==> config.mk <==
export PLATFORM = sky130hd
export DESIGN_NAME = wb_port_arbiter
export DESIGN_NICKNAME = d
export VERILOG_FILES = /design/src/rtl/wb_port_arbiter_pkg.sv /design/src/rtl/wb_port_arbiter_mux32.sv /design/src/rtl/wb_port_arbiter.sv
export SDC_FILE = /design/constraint.sdc
export NUM_CORES = 1
export LEC_CHECK = 0
export CAP_MARGIN = 20
export CORE_UTILIZATION = 39
export DETAILED_ROUTE_END_ITERATION = 16
export PLACE_DENSITY = 0.91
export SLEW_MARGIN = 10
export SYNTH_ARGS = -nofsm -noshare
export SYNTH_HDL_FRONTEND = slang
export SYNTH_SLANG_ARGS = --single-unit
==> constraint.sdc <==
create_clock -name clk -period 2.2 [get_ports clk]
set_input_delay 0.44 -clock clk [delete_from_list [all_inputs] [get_ports clk]]
set_output_delay 0.44 -clock clk [all_outputs]
set_load 0.03 [all_outputs]
==> src/rtl/wb_port_arbiter_pkg.sv <==
// Shared state codes and select encodings for the regfile write-port arbiter.
// The spare state code 2'b11 is never entered and recovers to IDLE.
package wb_port_arbiter_pkg;

   typedef enum logic [1:0] {
      IDLE  = 2'b00,
      WAIT  = 2'b01,
      DRAIN = 2'b10
   } arb_state_t;

   localparam logic SEL_PIPE = 1'b0;
   localparam logic SEL_MD   = 1'b1;

   // Starvation counter only needs to reach STARVE_MAX-1; keep at least one bit.
   function automatic int unsigned starve_cnt_width(input int unsigned starve_max);
      return (starve_max < 2) ? 1 : $clog2(starve_max + 1);
   endfunction

endpackage

==> src/rtl/wb_port_arbiter_mux32.sv <==
// Two-input write-data mux feeding the regfile: in1 = pipeline, in2 = md buffer.
module wb_port_arbiter_mux32
   import wb_port_arbiter_pkg::*;
#(
   parameter int unsigned DATA_W = 32
) (
   input  logic [DATA_W-1:0] in1,
   input  logic [DATA_W-1:0] in2,
   input  logic              sel,
   output logic [DATA_W-1:0] y
);

   assign y = (sel == SEL_MD) ? in2 : in1;

endmodule

==> src/rtl/wb_port_arbiter.sv <==
// Shares the regfile write port between the WB stage and the mul/div unit.
// The pipeline wins; a buffered md result is force-drained after STARVE_MAX lost cycles.
module wb_port_arbiter
   import wb_port_arbiter_pkg::*;
#(
   parameter int unsigned DATA_W     = 32,
   parameter int unsigned ADDR_W     = 5,
   parameter int unsigned STARVE_MAX = 3
) (
   input  logic              clk,
   input  logic              rst_n,
   input  logic              pipe_we,
   input  logic [ADDR_W-1:0] pipe_addr,
   input  logic [DATA_W-1:0] pipe_data,
   input  logic              md_valid,
   input  logic [ADDR_W-1:0] md_addr,
   input  logic [DATA_W-1:0] md_data,
   output logic              md_ready,
   output logic              rf_we,
   output logic [ADDR_W-1:0] rf_addr,
   output logic [DATA_W-1:0] rf_data,
   output logic              wb_sel,
   output logic              pipe_stall
);

   localparam int unsigned CNT_W = starve_cnt_width(STARVE_MAX);
   localparam logic [CNT_W-1:0] CNT_LAST = CNT_W'(STARVE_MAX - 1);

   arb_state_t        state;
   logic [CNT_W-1:0]  starve_cnt;
   logic [ADDR_W-1:0] held_addr;
   logic [DATA_W-1:0] held_data;

   always_ff @(posedge clk or negedge rst_n) begin
      if (!rst_n) begin
         state      <= IDLE;
         starve_cnt <= '0;
         held_addr  <= '0;
         held_data  <= '0;
      end else begin
         case (state)
            IDLE: begin
               if (md_valid) begin
                  held_addr  <= md_addr;
                  held_data  <= md_data;
                  starve_cnt <= '0;
                  state      <= WAIT;
               end
            end
            WAIT: begin
               if (!pipe_we) begin
                  starve_cnt <= '0;
                  state      <= IDLE;
               end else if (starve_cnt == CNT_LAST) begin
                  state      <= DRAIN;
               end else begin
                  starve_cnt <= starve_cnt + CNT_W'(1);
               end
            end
            DRAIN: begin
               starve_cnt <= '0;
               state      <= IDLE;
            end
            default: begin
               starve_cnt <= '0;
               state      <= IDLE;
            end
         endcase
      end
   end

   assign md_ready   = (state == IDLE);
   assign pipe_stall = (state == DRAIN);

   // Port goes to the buffer whenever WB is idle or the drain is being forced.
   always_comb begin
      wb_sel = SEL_PIPE;
      case (state)
         WAIT:    wb_sel = pipe_we ? SEL_PIPE : SEL_MD;
         DRAIN:   wb_sel = SEL_MD;
         default: wb_sel = SEL_PIPE;
      endcase
   end

   assign rf_we   = (wb_sel == SEL_MD) | pipe_we;
   assign rf_addr = (wb_sel == SEL_MD) ? held_addr : pipe_addr;

   wb_port_arbiter_mux32 #(
      .DATA_W (DATA_W)
   ) u_mux32 (
      .in1 (pipe_data),
      .in2 (held_data),
      .sel (wb_sel),
      .y   (rf_data)
   );

endmodule

### Word-level counts from Yosys, hierarchy flattened

Index checks and enable logic that the tools add are counted.

| operators by class | value |
|---|---|
| $mul | 0 |
| order comparisons | 0 |
| reduce and logical (&&, ||, !) cells | 4 |
| shift operators | 0 |
| add/sub/neg operators | 1 |
| mux-type cells | 12 |
| div/mod/pow operators | 0 |
| bitwise operators | 1 |
| eq/ne operators | 6 |

Operators with widths:

| operator | number |
|---|---|
| 32-bit two-way mux | 1 |
| 2-bit two-way mux | 6 |
| 2-bit case mux with 2 select lines | 2 |
| 3-bit != test (second input constant) | 2 |
| 2-bit AND reduction | 3 |
| 5-bit two-way mux | 1 |
| 2-bit equality test (second input constant) | 2 |
| 2-bit by 1-bit adder with 2-bit output (second input constant) | 1 |
| 2-bit by 1-bit equality test with 1-bit output (second input constant) | 1 |
| 2-bit zero test | 1 |
| 2-bit != test (second input constant) | 1 |
| 1-bit case mux with 2 select lines | 1 |
| 1-bit two-way mux | 1 |
| 1-bit OR | 1 |

| word-level totals | value |
|---|---|
| bits in writable memories | 0 |
| latch bits | 0 |
| output and inout port bits | 41 |
| memories kept | 0 |
| bits in registers | 41 |
| word-level logic and storage cells | 28 |
| bits in read-only memories | 0 |

### Longest topological paths before layout

Gate-level depths: netlist (run 1).

| logic depth | value |
|---|---|
| word-level depth | 4 |
| gate-level depth with buffers | 7 |
| depth with buffers taken out | 5 |

### Hierarchy

Synthesis (run 1) repeated with hierarchy kept, for this count alone.

| unflattened totals | value |
|---|---|
| cell total of the unflattened synthesis | 148 |
| area total of the unflattened synthesis | 2,381.0 µm² |

By module, submodules not included:

| module | cells an instance | instances | sequential area each (µm²) | area each (µm²) |
|---|---|---|---|---|
| wb_port_arbiter | 112 | 1 | 1,026.0 | 1,836.8 |
| wb_port_arbiter_mux32 | 36 | 1 | 0.0 | 544.3 |

### Worst setup path before layout (run 1)

OpenSTA, ideal clock, no wires.

| timing | value |
|---|---|
| path kind | reg2out |
| start point | reg state[0] |
| end point | out rf_data[10] |
| arrival time | 1.593 ns |
| slack | 0.167 ns |
| cell stages (with the launch flop) | 7 |
| cells stage by stage | dfrtp_1 > inv_1 > ha_1 > o21ai_2 > buf_6 > buf_8 > mux2_4 |

| on the way | value |
|---|---|
| cells in the longest elaborated chain, start to end | 3 |

RTL lines:

| item | line | source |
|---|---|---|
| start: declaration | wb_port_arbiter.sv:29 | `arb_state_t state;` |
| start signal: assignment | wb_port_arbiter.sv:36 | `state <= IDLE;` |
| start signal: assignment | wb_port_arbiter.sv:47 | `state <= WAIT;` |
| start signal: assignment | wb_port_arbiter.sv:53 | `state <= IDLE;` |
| 2-bit equality test | - |  |
| via pipe_stall | wb_port_arbiter.sv:23 | `output logic pipe_stall` |
| 1-bit case mux with 2 select lines | wb_port_arbiter.sv:78 | `case (state)` |
| 32-bit two-way mux | wb_port_arbiter_mux32.sv:13 | `assign y = (sel == SEL_MD) ? in2 : in1;` |
| end: declaration | wb_port_arbiter.sv:21 | `output logic [DATA_W-1:0] rf_data,` |

The timed path passes the listed nets, and every way through them passes these cells.

### Worst setup path after layout (run 1)

| timing | value |
|---|---|
| start point | reg state[1] |
| end point | out rf_addr[2] |

| on the way | value |
|---|---|
| cells in the longest elaborated chain, start to end | 3 |

RTL lines:

| item | line | source |
|---|---|---|
| 2-bit equality test / 2-bit by 1-bit equality test with 1-bit output (equally long branches) | wb_port_arbiter.sv:78 |  |
| 1-bit case mux with 2 select lines * | wb_port_arbiter.sv:78 |  |
| 5-bit two-way mux * | wb_port_arbiter.sv:86 | `assign rf_addr = (wb_sel == SEL_MD) ? held_addr : pipe_addr;` |
| end: declaration | wb_port_arbiter.sv:20 | `output logic [ADDR_W-1:0] rf_addr,` |

Every way passes the cells marked *; elsewhere a longest branch is shown, timed or not.

==> results summary, run 1 <==
The max-cap violation count is 0. The initial antenna violation count came out at 0. Per report_power, the combinational group accounts for 58.6% of the total. TritonCTS built the clock tree.

The post-synthesis sequential area ratio is 48.3%. The net total in the final layout came out at 381. The actual transition at the worst max-transition pin came out at 543 ps. The total detailed-routing wirelength came out at 5890 um. The worst-path maximum fanout came out at 8.

The distinct cell type count of the synthesized netlist came out at 23. Once the floorplan was initialized, standard cells occupied 41.1% of the core. Once layout is complete, the utilization of the core stands at 77.2%. The number of diodes added for antenna fixing came out at 0. Synthesis inferred 41 register bits.

The least setup slack across all paths after layout came out at -276 ps. Summed over all nets, the switching power comes to 1.52 mW. The data arrival at the endpoint of the critical path is 2040 ps. For the finished layout, the period the worst path requires is 2480 ps.

Clock-pin slew was measured on the worst setup and hold paths at 80 ps. Net switching is 34.5% of the power. The pin count of the biggest net entering global routing came out at 24. The detailed-placement wirelength estimate is 3780 um. Yosys printed 0 warnings. In this run, placement finished with an instance count of 337. The total via count after detailed routing came out at 1,771. The buffer and inverter count on the worst path came out at 5.

Once layout is complete, the cells apart from fillers number 369. The floorplan die area is 5750 um2. The signal on the critical path passes through inv_2 > ha_4 > nor2b_4 > o21ai_4 > buf_12 > buf_12 > buf_8 > mux2_4 > buf_6. The worst path uses 113% of the clock period.

The total core area came out at 5170 um2. The post-route standard cell area excluding fillers is 3990 um2. The via count of the first global-routing pass came out at 1,771.

The final number of hold-violating endpoints is 0. Static timing analysis puts the maximum clock frequency at 0.404 GHz. The fraction of layout instances using a drive strength above 1 is 54.5%. Setup repair after global routing could not meet its margin everywhere.

For met1 alone, demand over resource in global routing was 23.3%. The worst IR drop on VDD is 0.582 mV. The detailed router's first-iteration violation count is 38. The worst register-to-register path has a depth of 6.

The I/O pin count is 119. The global-route track usage on met3 is 5.42%. The worst setup path is launched from a flop. The wire length per cell after detailed routing is 16.0 um. The most utilized layer in the global route result is met2.

The cell type with the highest occurrence count on the critical path is sky130_fd_sc_hd__buf_12. The internal power came out at 2.88 mW. The highest cell delay on the worst timing path came out at 380 ps. By startpoint and endpoint, the worst setup path is classified as reg2out. The clock share of power came out at 11.0%. During placement, the flow inserted port buffers numbering 118. The total routing usage reported by global routing came out at 20.1%.

The average cell area after synthesis came out at 14.4 um2. Summing every instance area after synthesis gives 2120 um2. The register-to-register path setup slack came out at 580 ps.

The global-route wire length before repair is 8390 um. The worst hold path belongs to the class in2async. The slowest stage of the critical path is the sky130_fd_sc_hd__dfrtp_1 cell. The power per standard cell area is 1100 nW/um2. STA puts the critical path data required time at 1760 ps.

The number of rows created at floorplan came out at 26. The gate count after technology mapping is 148. For this run, the detailed router's first-pass iteration total came to 4. The die width came out at 75.8 um. The remaining number of nets flagged by the antenna check after routing is 0.

The area overhead of the layout relative to synthesis came out at 88.0%. The startpoint identified for the worst register-to-register timing path is state[1]. Routability-driven placement finished with a final weighted congestion of 0.784. The checks that failed: setup timing. Timing analysis after detailed placement gives a worst setup slack of -707 ps. For this run the aggregate overflow at the end of global routing stands at 0. Setup violations remaining at the end of the flow were counted as 37. The clock drives 41 sinks.

The later pin in the worst-skew pair is clocked with a latency of 290 ps. The net count after synthesis is 230. Sequential cells burn 30.4% of the power. The type of element capturing the critical path is a primary output. The relative slew slack is 63.8%. The run finished, with violations left. The met2 usage came out at 35.5%.

The most critical setup path has its startpoint at state[1]. The clock skew after layout came out at 5.76 ps. The number of clock buffers inserted by TritonCTS came out at 5.

The number of pins with negative max-slew slack in the final report came out at 0. The family with the most delay on the worst path is buffers and inverters. The clock tree root driver cell is sky130_fd_sc_hd__clkbuf_8. The chip height is 75.8 um. The worst register-to-register path ends at held_addr[1]. The detailed-route vias per instance is 4.80.

The post-route worst hold slack came out at 134 ps. The area after detailed placement is 3420 um2. The total number of H-tree levels is 2. The remaining routing DRC violations came out at 0.

The leakage power total came out at 1.87 nW. The buffer levels on the longest clock path came out at 2.
==> final cells by class <==
| type | count | area, um2 |
|---|---|---|
| flip-flops and latches | 41 | 1030 |
| clock buffers | 7 | 86.3 |
| well taps | 70 | 87.6 |
| repair buffers | 151 | 1590 |
| fillers | 329 | 1180 |
| multi-input cells | 96 | 1190 |
| inverters | 4 | 15.0 |
==> cell usage after synthesis (all sizes together) <==
library cell	instances	share of area, %
ha	4	2.4
buf	7	2.6
a31o	1	0.41
a21oi	3	0.71
dfrtp	41	48
o31ai	1	0.35
o21ai	2	0.65
nor2b	2	0.71
nand3	1	0.24
nand2	3	0.65
inv	4	0.71
nand2b	2	0.59
a32o	1	0.47
mux2	74	41
a2bb2oi	1	0.41
nor2	1	0.18
==> metal layers <==
| layer | vias up | wire [um] |
|---|---|---|
| met3 | 8 | 409 |
| met1 | 845 | 2390 |
| met5 | - | 0 |
| met2 | 84 | 3010 |
| li1 | 834 | - |
| met4 | 0 | 80 |
==> power groups by stage <==
stage / combinational [mW] / clock [mW] / sequential (mW)
floorplan: 1.35 / 0 / 1.26
global placement: 1.96 / 0 / 1.32
detailed placement: 2.01 / 0 / 1.33
CTS: 2.41 / 0.503 / 1.33
global route: 2.72 / 0.530 / 1.38
finish: 2.58 / 0.487 / 1.34
==> cell usage in the layout, fill, tap and decap left out, drive strengths merged, types with 3 or more instances in the layout <==
| cell | count |
|---|---|
| a21oi | 3 |
| buf | 73 |
| clkbuf | 7 |
| clkdlybuf4s50 | 75 |
| dfrtp | 41 |
| ha | 4 |
| inv | 4 |
| mux2 | 74 |
| nand2 | 3 |
==> registers in the layout, summed over array words and instances (netlist names) <==
name	count
held_data	32
held_addr	5
starve_cnt	2
state	2
==> cell families (layout without fill, tap and decap cells) <==
logic type | count (synthesis) | count (layout) | share of synthesized area, %
buffers and inverters | 11 | 162 | 3.36
AOI/OAI and AO/OA | 9 | 9 | 3.00
adders and majority gates | 4 | 4 | 2.36
muxes | 74 | 74 | 40.6
and+or+nand+nor | 9 | 9 | 2.36
DFF | 41 | 41 | 48.3
==> per-stage QoR <==
stage                     power, mW  TNS (ps)
final                          4.40     -8760
after global placement         3.27    -23430
after floorplan                2.60         0
after detailed placement       3.33    -24960
after global routing           4.63    -11550
after CTS                      4.25     -7960
==> what timing repair did <==
item                                    CTS  global route
hold buffers                              0             0
endpoints found under the setup margin   40            40
buffers inserted                         18             8
cloned                                    1             0
pin swaps                                 0             2
resized for setup                       293            42
==> worst max path at each step <==
| stage | to | slack [ps] | depth (start not counted) |
|---|---|---|---|
| floorplan | rf_data[10] | 170 | 6 |
| global placement | rf_data[14] | -660 | 6 |
| detailed placement | rf_data[14] | -710 | 6 |
| CTS | rf_data[27] | -320 | 9 |
| global route | rf_data[13] | -350 | 9 |
| finish | rf_addr[2] | -280 | 9 |
==> worst register-to-register path: cells and delay by family (launching register included) <==
family | cells | cell delay, ps
adder cells (fa/ha/maj) | 1 | 170
buffers and inverters | 3 | 490
flip-flops | 1 | 380
multiplexers | 1 | 390
AND/OR/NAND/NOR | 1 | 80
Power figures use the tool's default switching activity.
==> inputs of run 2 (changes only) <==
Settings changed: REMOVE_ABC_BUFFERS set to 1.
==> run 2 against run 1 <==
  * The run still ends with setup timing left
  * Design area decreased by 4.1%
  * Flip-flop and latch count unchanged
  * Worst setup slack improved by 9.1 ps
  * Via count decreased by 0.96%
  * Final cell count decreased by 3.3%
  * Hold slack improved by 51 ps
  * Register-to-register slack about the same
  * First-iteration DRC count increased by 84%
  * Non-clock buffer count decreased by 12
  * Critical path type unchanged
  * Largest cell class unchanged
==> results summary, run 2 (same netlist as run 1, synthesis figures left out) <==
The flow ran to the end, but the final reports show violations. The checks that failed: setup timing. The worst setup path is captured at a primary output. In this run, CTS created clock tree buffers numbering 5. The number of pins with negative max-slew slack in the final report is 0. The detailed-route vias per instance came out at 4.91. The commonest non-fill, non-tap cell in the layout is sky130_fd_sc_hd__clkdlybuf4s50_1. Global routing consumed, on the met2 layer, 36.2% of the routing resources.

The remaining number of nets flagged by the antenna check after routing came out at 0. The area of all sequential standard cells is 1030 um2. The global-route track usage on met3 is 5.56%. The leftover overflow at the end of global routing came out at 0. The leakage power total is 1.76 nW. After clock tree synthesis, the clock-pin slew on the worst setup and hold paths is 80 ps.

The buffer levels on the longest clock path is 2. The worst-path maximum fanout is 4. Entering global routing, the biggest net connects 32 pins. At the end of routability-driven placement, the weighted congestion stood at 0.745. The fraction of layout instances using a drive strength above 1 came out at 52.6%. The flip-flop count of the largest register after layout came out at 32. The floorplan die area is 5750 um2. The max-cap violation count came out at 0. The top cell types in the final layout, fill and taps aside, are sky130_fd_sc_hd__clkdlybuf4s50_1 (76), sky130_fd_sc_hd__mux2_2 (46), sky130_fd_sc_hd__dfrtp_1 (41), sky130_fd_sc_hd__buf_6 (35), sky130_fd_sc_hd__mux2_4 (28). The initial antenna violation count came out at 0.

The net total in the final layout is 369. TritonCTS built the clock tree. The category of the critical setup timing path is reg2out.

At the pin with the least slew margin, the transition time is 667 ps. Leaving out filler cells and counting taps, the final layout contains 357. The via count of the first global-routing pass came out at 1,877. The detailed-placement wirelength estimate is 3840 um. The area after detailed placement is 3420 um2.

Across the routed clock network, the largest skew measured is 7.64 ps. The total core area came out at 5170 um2. The total detailed-routing wirelength is 5880 um. Dividing the detail-routed wire length by the instance count gives 16.5 um. The worst path in the final design needs a cycle of 2470 ps, including I/O delays and setup.

For this run, design rule violations remaining after detail routing come to 0. The area occupied by multi-input gates is 1150 um2. The area overhead of the layout relative to synthesis is 80.3%.

The count of final setup violators came out at 37. The count of port buffers added during placement is 118. The finished cells cover 3830 um2.

The timing-limited maximum frequency is 0.405 GHz. For the worst setup path, the data required time is 1760 ps. The met1 track utilization from global routing is 23.0%. The root buffer cell chosen for the clock tree is sky130_fd_sc_hd__clkbuf_8. The detailed router's first-iteration violation count came out at 70. Counting every sink on the clock net gives 41.

STA classifies the critical path startpoint as a flop. The insertion delay of the later-clocked pin in the worst-skew pair came out at 280 ps. In the post-route analysis, the smallest setup slack over all paths is -267 ps. The most utilized layer in the global route result is met2. The worst IR drop on VDD is 0.731 mV. The final number of hold-violating endpoints came out at 0.

The total number of H-tree levels is 2. The first global-routing pass estimated 8630 um of wire. The data arrival at the endpoint of the critical path is 2030 ps. The register with the most flip-flops in the final layout is held_data. The chip height is 75.8 um. In the final layout, the registers with the most flip-flops are held_data x32, held_addr x5. The number of fillers in the final layout came out at 338. 0 antenna diodes ended up in the layout. Global routing used 20.3% of the available tracks. Pin placement for this block handled 119 I/O pins.

The power per standard cell area came out at 1110 nW/um2. The post-route worst hold slack came out at 184 ps. The total via count after detailed routing came out at 1,754.

The worst hold path belongs to the class in2async. The total instance count after detailed placement is 337. Setup repair after global routing could not meet its margin everywhere. The initial utilization of the core area, before any placement, comes to 41.1%.

The number of rows created at floorplan is 26. The die is 75.8 um wide. The worst pin sits at a relative slew slack of 55.5%.

The aggregate negative setup slack is -8540 ps. The post-route fraction of the period consumed by the critical path came out at 112%. Summing internal, switching and leakage power gives 4.26 mW. The number of search-and-repair iterations in the first detailed-routing pass came out at 3.
==> run 2: power by group <==
part | switching (mW) | internal (mW)
Clock | 0.236 | 0.249
Combinational | 1.05 | 1.39
Sequential | 0.208 | 1.13
==> run 2: what timing repair did <==
action | in CTS | in global routing
endpoints found under the setup margin | 41 | 39
gates cloned | 3 | 1
resized for setup | 272 | 38
pin swaps | 1 | 2
endpoints found under the hold margin | 0 | 0
buffers inserted | 8 | 3
hold buffers | 0 | 0
==> run 2: layer usage <==
| layer | vias up | routed length, um |
|---|---|---|
| met5 | - | 0 |
| met3 | 11 | 388 |
| met1 | 860 | 2240 |
| met2 | 75 | 3150 |
| met4 | 0 | 101 |
| li1 | 808 | - |
==> run 2: final cells by class <==
class	count	area share, %
Timing Repair Buffer	139	38.1
Sequential cell	41	26.8
Inverter	4	0.457
Clock buffer	7	2.25
Tap cell	70	2.29
Multi-Input combinational cell	96	30.1
==> run 2: final timing paths <==
kind / startpoint / end / slack, ps / cells after the start
max in group asynchronous: rst_n / held_data[17] / 1400 / 2
worst max-delay path: state[1] / rf_data[10] / -270 / 9
worst min register to register: held_data[21] / held_data[21] / 510 / 1
worst max register to register: state[1] / held_addr[0] / 580 / 6
worst min-delay path: rst_n / held_data[5] / 180 / 1
min in group clk: held_data[21] / held_data[21] / 510 / 1
==> run 2: metrics by stage <==
| step | util, % | setup slack, ps |
|---|---|---|
| floorplan | - | -689 |
| global placement | 66.2 | -661 |
| detailed placement | 66.2 | -693 |
| CTS | 72.1 | -333 |
| global route | 74.0 | -334 |
| finish | 74.0 | -267 |
==> run 2: critical path: stages, from the launching register on <==
cell and delay [ps]:
sky130_fd_sc_hd__dfrtp_1 390, sky130_fd_sc_hd__inv_2 80, sky130_fd_sc_hd__ha_4 160, sky130_fd_sc_hd__nor2b_4 120, sky130_fd_sc_hd__o21ai_4 190, sky130_fd_sc_hd__buf_6 140
sky130_fd_sc_hd__buf_6 120, sky130_fd_sc_hd__buf_6 100, sky130_fd_sc_hd__mux2_4 290, sky130_fd_sc_hd__buf_6 140
